<file path="config.mk">
export PLATFORM = sky130hd
export DESIGN_NAME = serial_sub_flags
export DESIGN_NICKNAME = d
export VERILOG_FILES = /design/src/rtl/serial_sub_flags_pkg.sv /design/src/rtl/serial_sub_flags_full_adder_bit.sv /design/src/rtl/serial_sub_flags.sv
export SDC_FILE = /design/constraint.sdc
export NUM_CORES = 1
export LEC_CHECK = 0
export ABC_CLOCK_PERIOD_IN_PS = 3450
export BUFFER_PORTS_ARGS = -buffer_cell sky130_fd_sc_hd__buf_2
export CAP_MARGIN = 20
export CORE_MARGIN = 3
export CORE_UTILIZATION = 28
export DETAILED_ROUTE_END_ITERATION = 8
export HOLD_SLACK_MARGIN = 0.15
export PLACE_DENSITY_LB_ADDON = 0.15
export SKIP_CTS_REPAIR_TIMING = 1
export SYNTH_ARGS = -nofsm -noshare
export SYNTH_HDL_FRONTEND = slang
export SYNTH_SLANG_ARGS = --single-unit
</file>
<file path="constraint.sdc">
create_clock -name clk -period 3.45 [get_ports clk]
set_clock_uncertainty 0.05 [all_clocks]
set_input_delay 0.69 -clock clk [delete_from_list [all_inputs] [get_ports clk]]
set_output_delay 0.69 -clock clk [all_outputs]
set_load 0.05 [all_outputs]
</file>
<file path="src/rtl/serial_sub_flags_pkg.sv">
// Shared definitions for the bit-serial subtractor: FSM state type and
// the default operand width.
package serial_sub_flags_pkg;

  localparam int SUB_WIDTH_DEFAULT = 32;

  typedef enum logic [1:0] {
    IDLE  = 2'd0,
    SHIFT = 2'd1,
    DONE  = 2'd2
  } sub_state_e;

endpackage

</file>
<file path="src/rtl/serial_sub_flags_full_adder_bit.sv">
// One-bit full adder used as the serial datapath core of serial_sub_flags.
module full_adder_bit (
  input  logic a_i,
  input  logic b_i,
  input  logic c_i,
  output logic s_o,
  output logic c_o
);

  // Plain combinational sum and carry-out.
  always_comb begin
    s_o = a_i ^ b_i ^ c_i;
    c_o = (a_i & b_i) | (a_i & c_i) | (b_i & c_i);
  end

endmodule

</file>
<file path="src/rtl/serial_sub_flags.sv">
// Bit-serial subtractor diff = R2 - R3 (mod 2^N), one bit per cycle LSB first,
// producing registered slt / zero / ovf flags behind a valid/ready handshake.
// Optional feature: define SERIAL_SUB_SLTU_EN to add the unsigned less-than
// output sltu.
module serial_sub_flags
  import serial_sub_flags_pkg::*;
#(
  parameter int N = SUB_WIDTH_DEFAULT
) (
  input  logic         clk,
  input  logic         reset,
  input  logic         in_valid,
  output logic         in_ready,
  input  logic [N-1:0] R2,
  input  logic [N-1:0] R3,
  output logic         out_valid,
  input  logic         out_ready,
  output logic [N-1:0] diff,
  output logic         slt,
  output logic         zero,
`ifdef SERIAL_SUB_SLTU_EN
  output logic         sltu,
`endif
  output logic         ovf
);

  localparam int CW = $clog2(N);
  localparam logic [CW-1:0] CNT_LAST = CW'(N - 1);

  sub_state_e state_q, state_d;

  logic [N-1:0]  a_q, a_d;
  logic [N-1:0]  b_q, b_d;
  logic [N-1:0]  diff_q, diff_d;
  logic [CW-1:0] cnt_q, cnt_d;
  logic          carry_q, carry_d;
  logic          cin_msb_q, cin_msb_d;
  // Set once all N bits are in; the following SHIFT cycle registers the flags.
  logic          fin_q, fin_d;
  logic          slt_q, slt_d;
  logic          zero_q, zero_d;
  logic          ovf_q, ovf_d;
`ifdef SERIAL_SUB_SLTU_EN
  logic          sltu_q, sltu_d;
`endif

  logic          fa_sum;
  logic          fa_cout;
  logic          ovf_calc;

  // Subtraction as a + ~b + 1: the +1 comes from carry starting at 1.
  full_adder_bit u_fa (
    .a_i (a_q[0]),
    .b_i (~b_q[0]),
    .c_i (carry_q),
    .s_o (fa_sum),
    .c_o (fa_cout)
  );

  // State register; reset wins over any handshake.
  always_ff @(posedge clk) begin
    if (reset) begin
      state_q <= IDLE;
    end else begin
      state_q <= state_d;
    end
  end

  // Next-state logic.
  always_comb begin
    state_d = state_q;
    case (state_q)
      IDLE:    if (in_valid)  state_d = SHIFT;
      SHIFT:   if (fin_q)     state_d = DONE;
      DONE:    if (out_ready) state_d = IDLE;
      default: state_d = IDLE;
    endcase
  end

  // Handshake outputs decoded from the state.
  always_comb begin
    in_ready  = (state_q == IDLE);
    out_valid = (state_q == DONE);
  end

  assign ovf_calc = cin_msb_q ^ carry_q;

  // Datapath next-state: capture, serial shift, then flag evaluation.
  always_comb begin
    a_d       = a_q;
    b_d       = b_q;
    diff_d    = diff_q;
    cnt_d     = cnt_q;
    carry_d   = carry_q;
    cin_msb_d = cin_msb_q;
    fin_d     = fin_q;
    slt_d     = slt_q;
    zero_d    = zero_q;
    ovf_d     = ovf_q;
`ifdef SERIAL_SUB_SLTU_EN
    sltu_d    = sltu_q;
`endif
    case (state_q)
      IDLE: begin
        if (in_valid) begin
          a_d     = R2;
          b_d     = R3;
          carry_d = 1'b1;
          cnt_d   = '0;
          fin_d   = 1'b0;
        end
      end
      SHIFT: begin
        if (!fin_q) begin
          a_d     = a_q >> 1;
          b_d     = b_q >> 1;
          diff_d  = {fa_sum, diff_q[N-1:1]};
          carry_d = fa_cout;
          if (cnt_q == CNT_LAST) begin
            // Keep the carry into the sign bit for the overflow flag.
            cin_msb_d = carry_q;
            fin_d     = 1'b1;
          end else begin
            cnt_d = cnt_q + 1'b1;
          end
        end else begin
          ovf_d  = ovf_calc;
          slt_d  = diff_q[N-1] ^ ovf_calc;
          zero_d = (diff_q == '0);
`ifdef SERIAL_SUB_SLTU_EN
          sltu_d = ~carry_q;
`endif
        end
      end
      default: ;
    endcase
  end

  // Datapath registers.
  always_ff @(posedge clk) begin
    if (reset) begin
      a_q       <= '0;
      b_q       <= '0;
      diff_q    <= '0;
      cnt_q     <= '0;
      carry_q   <= 1'b0;
      cin_msb_q <= 1'b0;
      fin_q     <= 1'b0;
      slt_q     <= 1'b0;
      zero_q    <= 1'b0;
      ovf_q     <= 1'b0;
`ifdef SERIAL_SUB_SLTU_EN
      sltu_q    <= 1'b0;
`endif
    end else begin
      a_q       <= a_d;
      b_q       <= b_d;
      diff_q    <= diff_d;
      cnt_q     <= cnt_d;
      carry_q   <= carry_d;
      cin_msb_q <= cin_msb_d;
      fin_q     <= fin_d;
      slt_q     <= slt_d;
      zero_q    <= zero_d;
      ovf_q     <= ovf_d;
`ifdef SERIAL_SUB_SLTU_EN
      sltu_q    <= sltu_d;
`endif
    end
  end

  assign diff = diff_q;
  assign slt  = slt_q;
  assign zero = zero_q;
  assign ovf  = ovf_q;
`ifdef SERIAL_SUB_SLTU_EN
  assign sltu = sltu_q;
`endif

endmodule
</file>
==> results of run 1 <==
-- worst max path at each step --
stage,startpoint,endpoint,slack [ns],depth (start not counted)
5_1_grt,state_q[1]$_SDFFE_PP0P_,out_valid,1.06,2
6_report,state_q[1]$_SDFFE_PP0P_,out_valid,1.17,2
2_1_floorplan,cnt_q[0]$_SDFFE_PP0P_,cnt_q[1]$_SDFFE_PP0P_,1.48,7
3_3_place_gp,reset,zero$_SDFFE_PP0P_,1.23,4
3_5_place_dp,reset,zero$_SDFFE_PP0P_,1.23,4
4_1_cts,state_q[1]$_SDFFE_PP0P_,out_valid,1.12,2
-- where the power goes --
group | leakage, nW | switching, W | total, W | internal, W
Combinational | 1.18 | 0.000240 | 0.000381 | 0.000141
Clock | 0.167 | 0.000464 | 0.00119 | 0.000730
Sequential | 0.895 | 0.0000509 | 0.00140 | 0.00135
Total | 2.25 | 0.000755 | 0.00298 | 0.00222
-- worst max-delay path, cell delays in order, from the launching register on --
cell and delay, ns:
sky130_fd_sc_hd__dfxtp_1 0.61, sky130_fd_sc_hd__nor2b_1 0.28, sky130_fd_sc_hd__buf_2 0.30
-- per-stage QoR --
stage | setup WS [ns] | std cells | hold slack [ns]
after global routing | 1.06 | 862 | 0.446
after CTS | 1.12 | 862 | 0.426
after floorplan | 1.48 | 573 | 0.404
after detailed placement | 1.23 | 846 | 0.404
final | 1.17 | 862 | 0.421
after global placement | 1.23 | 846 | 0.395
-- cell type report --
cell class,instances,area (µm²)
fill,1718,9940
clock buffer,12,246
sequential,109,2180
inverter,1,3.75
tap,211,264
clock inverter,4,95.1
multi-input combinational,414,2110
timing repair buffer,111,588
-- per-layer routing --
layer	track usage	wire, µm	share of wire
met5	0	7	0.00060
met1	0.179	5650	0.48
met4	0.0572	226	0.019
met2	0.204	5410	0.46
met3	0.0281	467	0.040
-- sequential cells by signal, summed over array words and instances, names as in the netlist --
name	count
cin_msb_q	1
carry_q	1
a_q	32
state_q	2
diff	32
cnt_q	5
zero	1
b_q	32
ovf	1
fin_q	1
slt	1
-- cell usage after synthesis (2+ instances only) --
cell,instances
sky130_fd_sc_hd__nor2b_1,2
sky130_fd_sc_hd__nand2b_1,4
sky130_fd_sc_hd__nand3_1,3
sky130_fd_sc_hd__a21o_1,2
sky130_fd_sc_hd__dfxtp_1,109
sky130_fd_sc_hd__xnor2_1,2
sky130_fd_sc_hd__clkbuf_1,27
sky130_fd_sc_hd__nand2_1,192
sky130_fd_sc_hd__nor3_1,6
sky130_fd_sc_hd__a21oi_1,39
sky130_fd_sc_hd__buf_2,18
sky130_fd_sc_hd__ha_1,2
sky130_fd_sc_hd__nor2_1,73
sky130_fd_sc_hd__or4_1,2
sky130_fd_sc_hd__buf_4,2
sky130_fd_sc_hd__buf_1,2
sky130_fd_sc_hd__nor4_1,7
sky130_fd_sc_hd__a311oi_1,63
sky130_fd_sc_hd__a22oi_1,4
-- cell families after synthesis --
logic type | Yosys count
fa+ha+maj | 3
compound gates | 112
mux | 1
flops | 109
buf+inv | 50
xor+xnor | 2
simple gates | 296
==> reports/metrics.csv, run 1 <==
metric,value,unit
result of the run,"complete, no violations",
final setup violating endpoints,0,
startpoint of the lowest-slack hold path,slt$_SDFFE_PP0P_,
number of instances in the synthesized netlist,573,
capturing point of the worst reg2reg path,cnt_q[4]$_SDFFE_PP0P_,
per-cell via count in the routed design,4.82,
remaining antenna violation count after routing,0,
largest net degree at the start of global routing,126,
post-synthesis sequential area ratio,0.487,
Post-synth ARST share,0,
first-pass GRT wire length,19.2,mm
required time at the worst-slack endpoint,2.71,ns
Starting DRT DRC Count,313,
"flops & latches, synth",109,
final-report max-slew violation count,0,
LEAKAGE,2.25,nW
max-capacitance violation count,0,
count of unique library cells instantiated by Yosys,33,
proportion of netlist area held by the largest area contributor,0.487,
final period utilization,0.662,
TritonCTS clock tree,built,
number of synthesized flops with an enable pin,0,
cell taking the most area after synthesis,sky130_fd_sc_hd__dfxtp_1,
minimum clock period after layout,2.28,ns
cells on worst reg2reg path,7,
worst slew margin relative to its limit,0.456,
Worst Setup End Kind,primary output,
height of the die,133,µm
post-layout utilization of the core,0.356,
Post-Synthesis Net Count,644,
terminating pin of the worst hold path,slt$_SDFFE_PP0P_,
"arithmetic-cell share of the synthesized area counting full adders, half adders and majority gates",0.0100,
horizontal extent of the die,133,µm
number of search-and-repair iterations in the first detailed-routing pass,4,
total half-perimeter wirelength after legalization and detailed placement,7.62,mm
full die area,0.0176,mm²
residual overflow from global routing,0,
Setup TNS,0,ns
min-delay worst type,reg -> reg,
maximum fanout count along the critical path,9,
placement row count,45,
Mapped Avg Cell Area,7.83,µm²
clk sink count,109,
CTS Buf Count,9,
placement-stage cell area,0.00515,mm²
compound-gate portion of the synthesized area,0.183,
Starting Density,0.291,
Final Net Count,717,
CTS HTree Levels,3,
drc violations,0,
antenna violations before repair,1,
clock root cell,sky130_fd_sc_hd__clkbuf_16,
Longest Clk Path Bufs,2,
Via Count,4151,
most frequent standard cell in the layout excluding fill and tap cells,sky130_fd_sc_hd__nand2_1,
overall track demand over capacity in global routing,0.132,
PwrDens,542,mW/mm²
number of warnings printed during yosys synthesis,0,
data arrival at the endpoint of the critical path,1.54,ns
"Area growth, synth to finish",22.4,%
measured slew at the worst slew-check pin,0.816,ns
total power,0.00298,W
share of cells above drive strength 1,0.200,
diode insertion count for antenna repair,0,
unrepaired setup endpoints after global routing,no,
combinational family with the most area after synthesis,simple AND/OR/NAND/NOR gates,
Setup Crit Path Kind,reg -> out,
clock latency on the worst-skew pair,0.35,ns
final hold vios,0,
final RePlAce weighted congestion,0.740,
number of global-route vias before repair,3813,
post-synthesis cell area,0.00448,mm²
timing-limited maximum frequency,0.438,GHz
simple-gate share of the synthesized area,0.266,
Port Buffers,104,
element type at the critical path start,flip-flop,
number of top-level pins,105,
"commonest cells after routing, fill and taps aside","192 x sky130_fd_sc_hd__nand2_1, 109 x sky130_fd_sc_hd__dfxtp_1, 103 x sky130_fd_sc_hd__buf_2, 73 x sky130_fd_sc_hd__nor2_1, 63 x sky130_fd_sc_hd__a311oi_1",
"Primary FF master, synth",sky130_fd_sc_hd__dfxtp_1,
total routed wirelength,11.8,mm
number of cells traversed by the worst hold path,2,
xor and xnor area share after synthesis,0.00391,
launching point of the worst reg2reg path,cnt_q[0]$_SDFFE_PP0P_,
final instance area,0.00549,mm²
Core ar.,0.0154,mm²
mux cell area share after synthesis,0.00223,
worst vdd ir,0.270,mV
reg-to-reg setup timing slack,1.32,ns
Avg WL per Cell,13.6,µm
most area-consuming cells after synthesis,"sky130_fd_sc_hd__dfxtp_1 49%, sky130_fd_sc_hd__nand2_1 16%, sky130_fd_sc_hd__a311oi_1 12%",
"CTS clk-pin slew, worst paths",0.07,ns
No activity file was read; power rests on OpenSTA's default activity.
==> run 2, diff against run 1 <==
Settings changed: ABC_CLOCK_PERIOD_IN_PS 3450 to 2100.
Clock period 3.45 ns to 2.1 ns, I/O delays scaled along.
==> run 2 against run 1 <==
Against the previous run: sequential share of layout area down 0.19 points; register-to-register slack worse by 1.2 ns; die area unchanged; critical path type is now reg -> reg; critical endpoint is now cnt_q[1]$_SDFFE_PP0P_; largest cell class unchanged.
==> reports/metrics.csv, run 2 (synthesis gave the netlist of run 1 again) <==
metric,value,unit,change
CTS Buf Count,9,,unchanged
per-cell via count in the routed design,4.70,,was 4.82
share of total power in the clock network,0.367,,was 0.401
flip-flop and latch area,0.00218,mm²,about the same
TritonCTS clock tree,built,,unchanged
residual overflow from global routing,0,,unchanged
total half-perimeter wirelength after legalization and detailed placement,7.41,mm,was 7.62 mm
remaining antenna violation count after routing,0,,unchanged
clk sink count,109,,unchanged
final period utilization,0.955,,
Worst Setup End Kind,flip-flop,,was primary output
most frequent standard cell in the layout excluding fill and tap cells,sky130_fd_sc_hd__nand2_1,,unchanged
count of non-filler cells in the finished layout,863,,was 862
total routed wirelength,11.5,mm,was 11.8 mm
LEAKAGE,2.25,nW,about the same
"CTS clk-pin slew, worst paths",0.07,ns,about the same
min-delay worst type,in -> reg,,was reg -> reg
drc violations,0,,unchanged
"commonest cells after routing, fill and taps aside","192 x sky130_fd_sc_hd__nand2_1, 108 x sky130_fd_sc_hd__dfxtp_1, 103 x sky130_fd_sc_hd__buf_2, 73 x sky130_fd_sc_hd__nor2_1, 63 x sky130_fd_sc_hd__a311oi_1",,"was 192 x sky130_fd_sc_hd__nand2_1, 109 x sky130_fd_sc_hd__dfxtp_1, 103 x sky130_fd_sc_hd__buf_2, 73 x sky130_fd_sc_hd__nor2_1, 63 x sky130_fd_sc_hd__a311oi_1"
maximum fanout count along the critical path,5,,was 9
worst-case setup margin in the final layout,0.0954,ns,was 1.17 ns
number of cells traversed by the worst hold path,3,,was 2
required time at the worst-slack endpoint,2.27,ns,was 2.71 ns
unrepaired setup endpoints after global routing,no,,unchanged
cells on worst reg2reg path,7,,unchanged
data arrival at the endpoint of the critical path,2.18,ns,was 1.54 ns
post-layout utilization of the core,0.358,,was 0.356
final setup violating endpoints,0,,unchanged
sequential share of power,0.494,,was 0.471
clock latency on the worst-skew pair,0.35,ns,about the same
Starting DRT DRC Count,277,,was 313
result of the run,"complete, no violations",,unchanged
number of global-route vias before repair,3784,,was 3813
Sw Ratio,0.266,,was 0.254
capturing point of the worst reg2reg path,cnt_q[1]$_SDFFE_PP0P_,,was cnt_q[4]$_SDFFE_PP0P_
terminating pin of the worst hold path,a_q[31]$_SDFFE_PP0P_,,was slt$_SDFFE_PP0P_
number of top-level pins,105,,unchanged
diode insertion count for antenna repair,0,,unchanged
area occupied by multi-input gates,0.00213,mm²,was 0.00211 mm²
launching point of the worst reg2reg path,cnt_q[0]$_SDFFE_PP0P_,,unchanged
Core ar.,0.0154,mm²,unchanged
horizontal extent of the die,133,µm,unchanged
top routing layer in use,met5,,unchanged
clock root cell,sky130_fd_sc_hd__clkbuf_16,,unchanged
share of cells above drive strength 1,0.210,,was 0.200
worst vdd ir,0.394,mV,was 0.270 mV
"Area growth, synth to finish",23.0,%,was 22.4%
timing-limited maximum frequency,0.499,GHz,
metal3 WL,512,µm,was 467 µm
measured slew at the worst slew-check pin,0.507,ns,was 0.816 ns
internal power,0.00342,W,was 0.00222 W
height of the die,133,µm,unchanged
combinational group share of total power,0.139,,was 0.128
number of search-and-repair iterations in the first detailed-routing pass,4,,unchanged
full die area,0.0176,mm²,unchanged
first-pass GRT wire length,19.1,mm,was 19.2 mm
routed metal-1 wire length,5.58,mm,was 5.65 mm
final RePlAce weighted congestion,0.730,,was 0.740
post-placement worst setup slack,0.0486,ns,was 1.23 ns
antenna violations before repair,1,,unchanged
Avg WL per Cell,13.3,µm,was 13.6 µm
Via Count,4058,,was 4151
max-capacitance violation count,0,,unchanged
startpoint of the lowest-slack hold path,R2[31],,was slt$_SDFFE_PP0P_
PwrDens,844,mW/mm²,was 542 mW/mm²
Setup TNS,0,ns,unchanged
Starting Density,0.291,,unchanged
largest net degree at the start of global routing,110,,was 126
worst slew margin relative to its limit,0.662,,was 0.456
number of cells in the design after placement,849,,was 846
Longest Clk Path Bufs,2,,unchanged
CTS HTree Levels,3,,unchanged
element type at the critical path start,flip-flop,,unchanged
overall track demand over capacity in global routing,0.130,,was 0.132
wire length on met2,5.24,mm,was 5.41 mm
Setup Crit Path Kind,reg -> reg,,was reg -> out
Final Net Count,720,,was 717
final-report max-slew violation count,0,,unchanged
final hold vios,0,,unchanged
Port Buffers,104,,unchanged
reg-to-reg setup timing slack,0.1,ns,was 1.32 ns
placement row count,45,,unchanged
minimum clock period after layout,2.00,ns,
count of filler cells inserted in the layout,1692,,was 1718
total net switching power,0.00124,W,was 0.000755 W
run 2: worst max-delay path by stage:
stage | start | to | cells after the start
6_report | cnt_q[0]$_SDFFE_PP0P_ | cnt_q[1]$_SDFFE_PP0P_ | 7
5_1_grt | cnt_q[0]$_SDFFE_PP0P_ | cnt_q[1]$_SDFFE_PP0P_ | 7
4_1_cts | state_q[1]$_SDFFE_PP0P_ | out_valid | 2
3_5_place_dp | cnt_q[0]$_SDFFE_PP0P_ | cnt_q[1]$_SDFFE_PP0P_ | 7
3_3_place_gp | cnt_q[0]$_SDFFE_PP0P_ | cnt_q[1]$_SDFFE_PP0P_ | 7
2_1_floorplan | cnt_q[0]$_SDFFE_PP0P_ | cnt_q[1]$_SDFFE_PP0P_ | 7
run 2: metrics by stage:
step	total power, W	cell area, µm²	hold WS, ns
floorplan	0.00279	4480	0.404
global placement	0.00298	5210	0.393
detailed placement	0.00300	5210	0.401
CTS	0.00475	5500	0.248
global route	0.00491	5520	0.257
finish	0.00466	5520	0.261
run 2: per-layer routing:
| metal | track usage | vias to the layer above |
|---|---|---|
| met2 | 0.203 | 73 |
| met5 | 0 | - |
| li1 | - | 2119 |
| met4 | 0.0364 | 2 |
| met1 | 0.175 | 1852 |
| met3 | 0.0388 | 12 |
run 2: final cells by class:
cell class / instances / area share
Sequential cell: 109 / 0.396
Multi-Input combinational cell: 414 / 0.386
Timing Repair Buffer: 114 / 0.117
Tap cell: 211 / 0.0478
Clock buffer: 11 / 0.0440
Clock inverter: 3 / 0.00862
Inverter: 1 / 0.000680
run 2: power by group through the flow:
| stage | clock, W | combinational, W | sequential [W] |
|---|---|---|---|
| finish | 0.00171 | 0.000646 | 0.00230 |
| global route | 0.00185 | 0.000739 | 0.00232 |
| CTS | 0.00180 | 0.000653 | 0.00230 |
| detailed placement | 0 | 0.000651 | 0.00235 |
| global placement | 0 | 0.000638 | 0.00234 |
| floorplan | 0 | 0.000456 | 0.00234 |
run 2: worst max-delay path, cell delays in order, from the launching register on:
cell	delay, ns
sky130_fd_sc_hd__dfxtp_1	0.34
sky130_fd_sc_hd__ha_2	0.21
sky130_fd_sc_hd__and3_1	0.18
sky130_fd_sc_hd__ha_1	0.18
sky130_fd_sc_hd__or3b_2	0.46
sky130_fd_sc_hd__a21o_4	0.24
sky130_fd_sc_hd__a22oi_2	0.18
sky130_fd_sc_hd__nor2_1	0.05
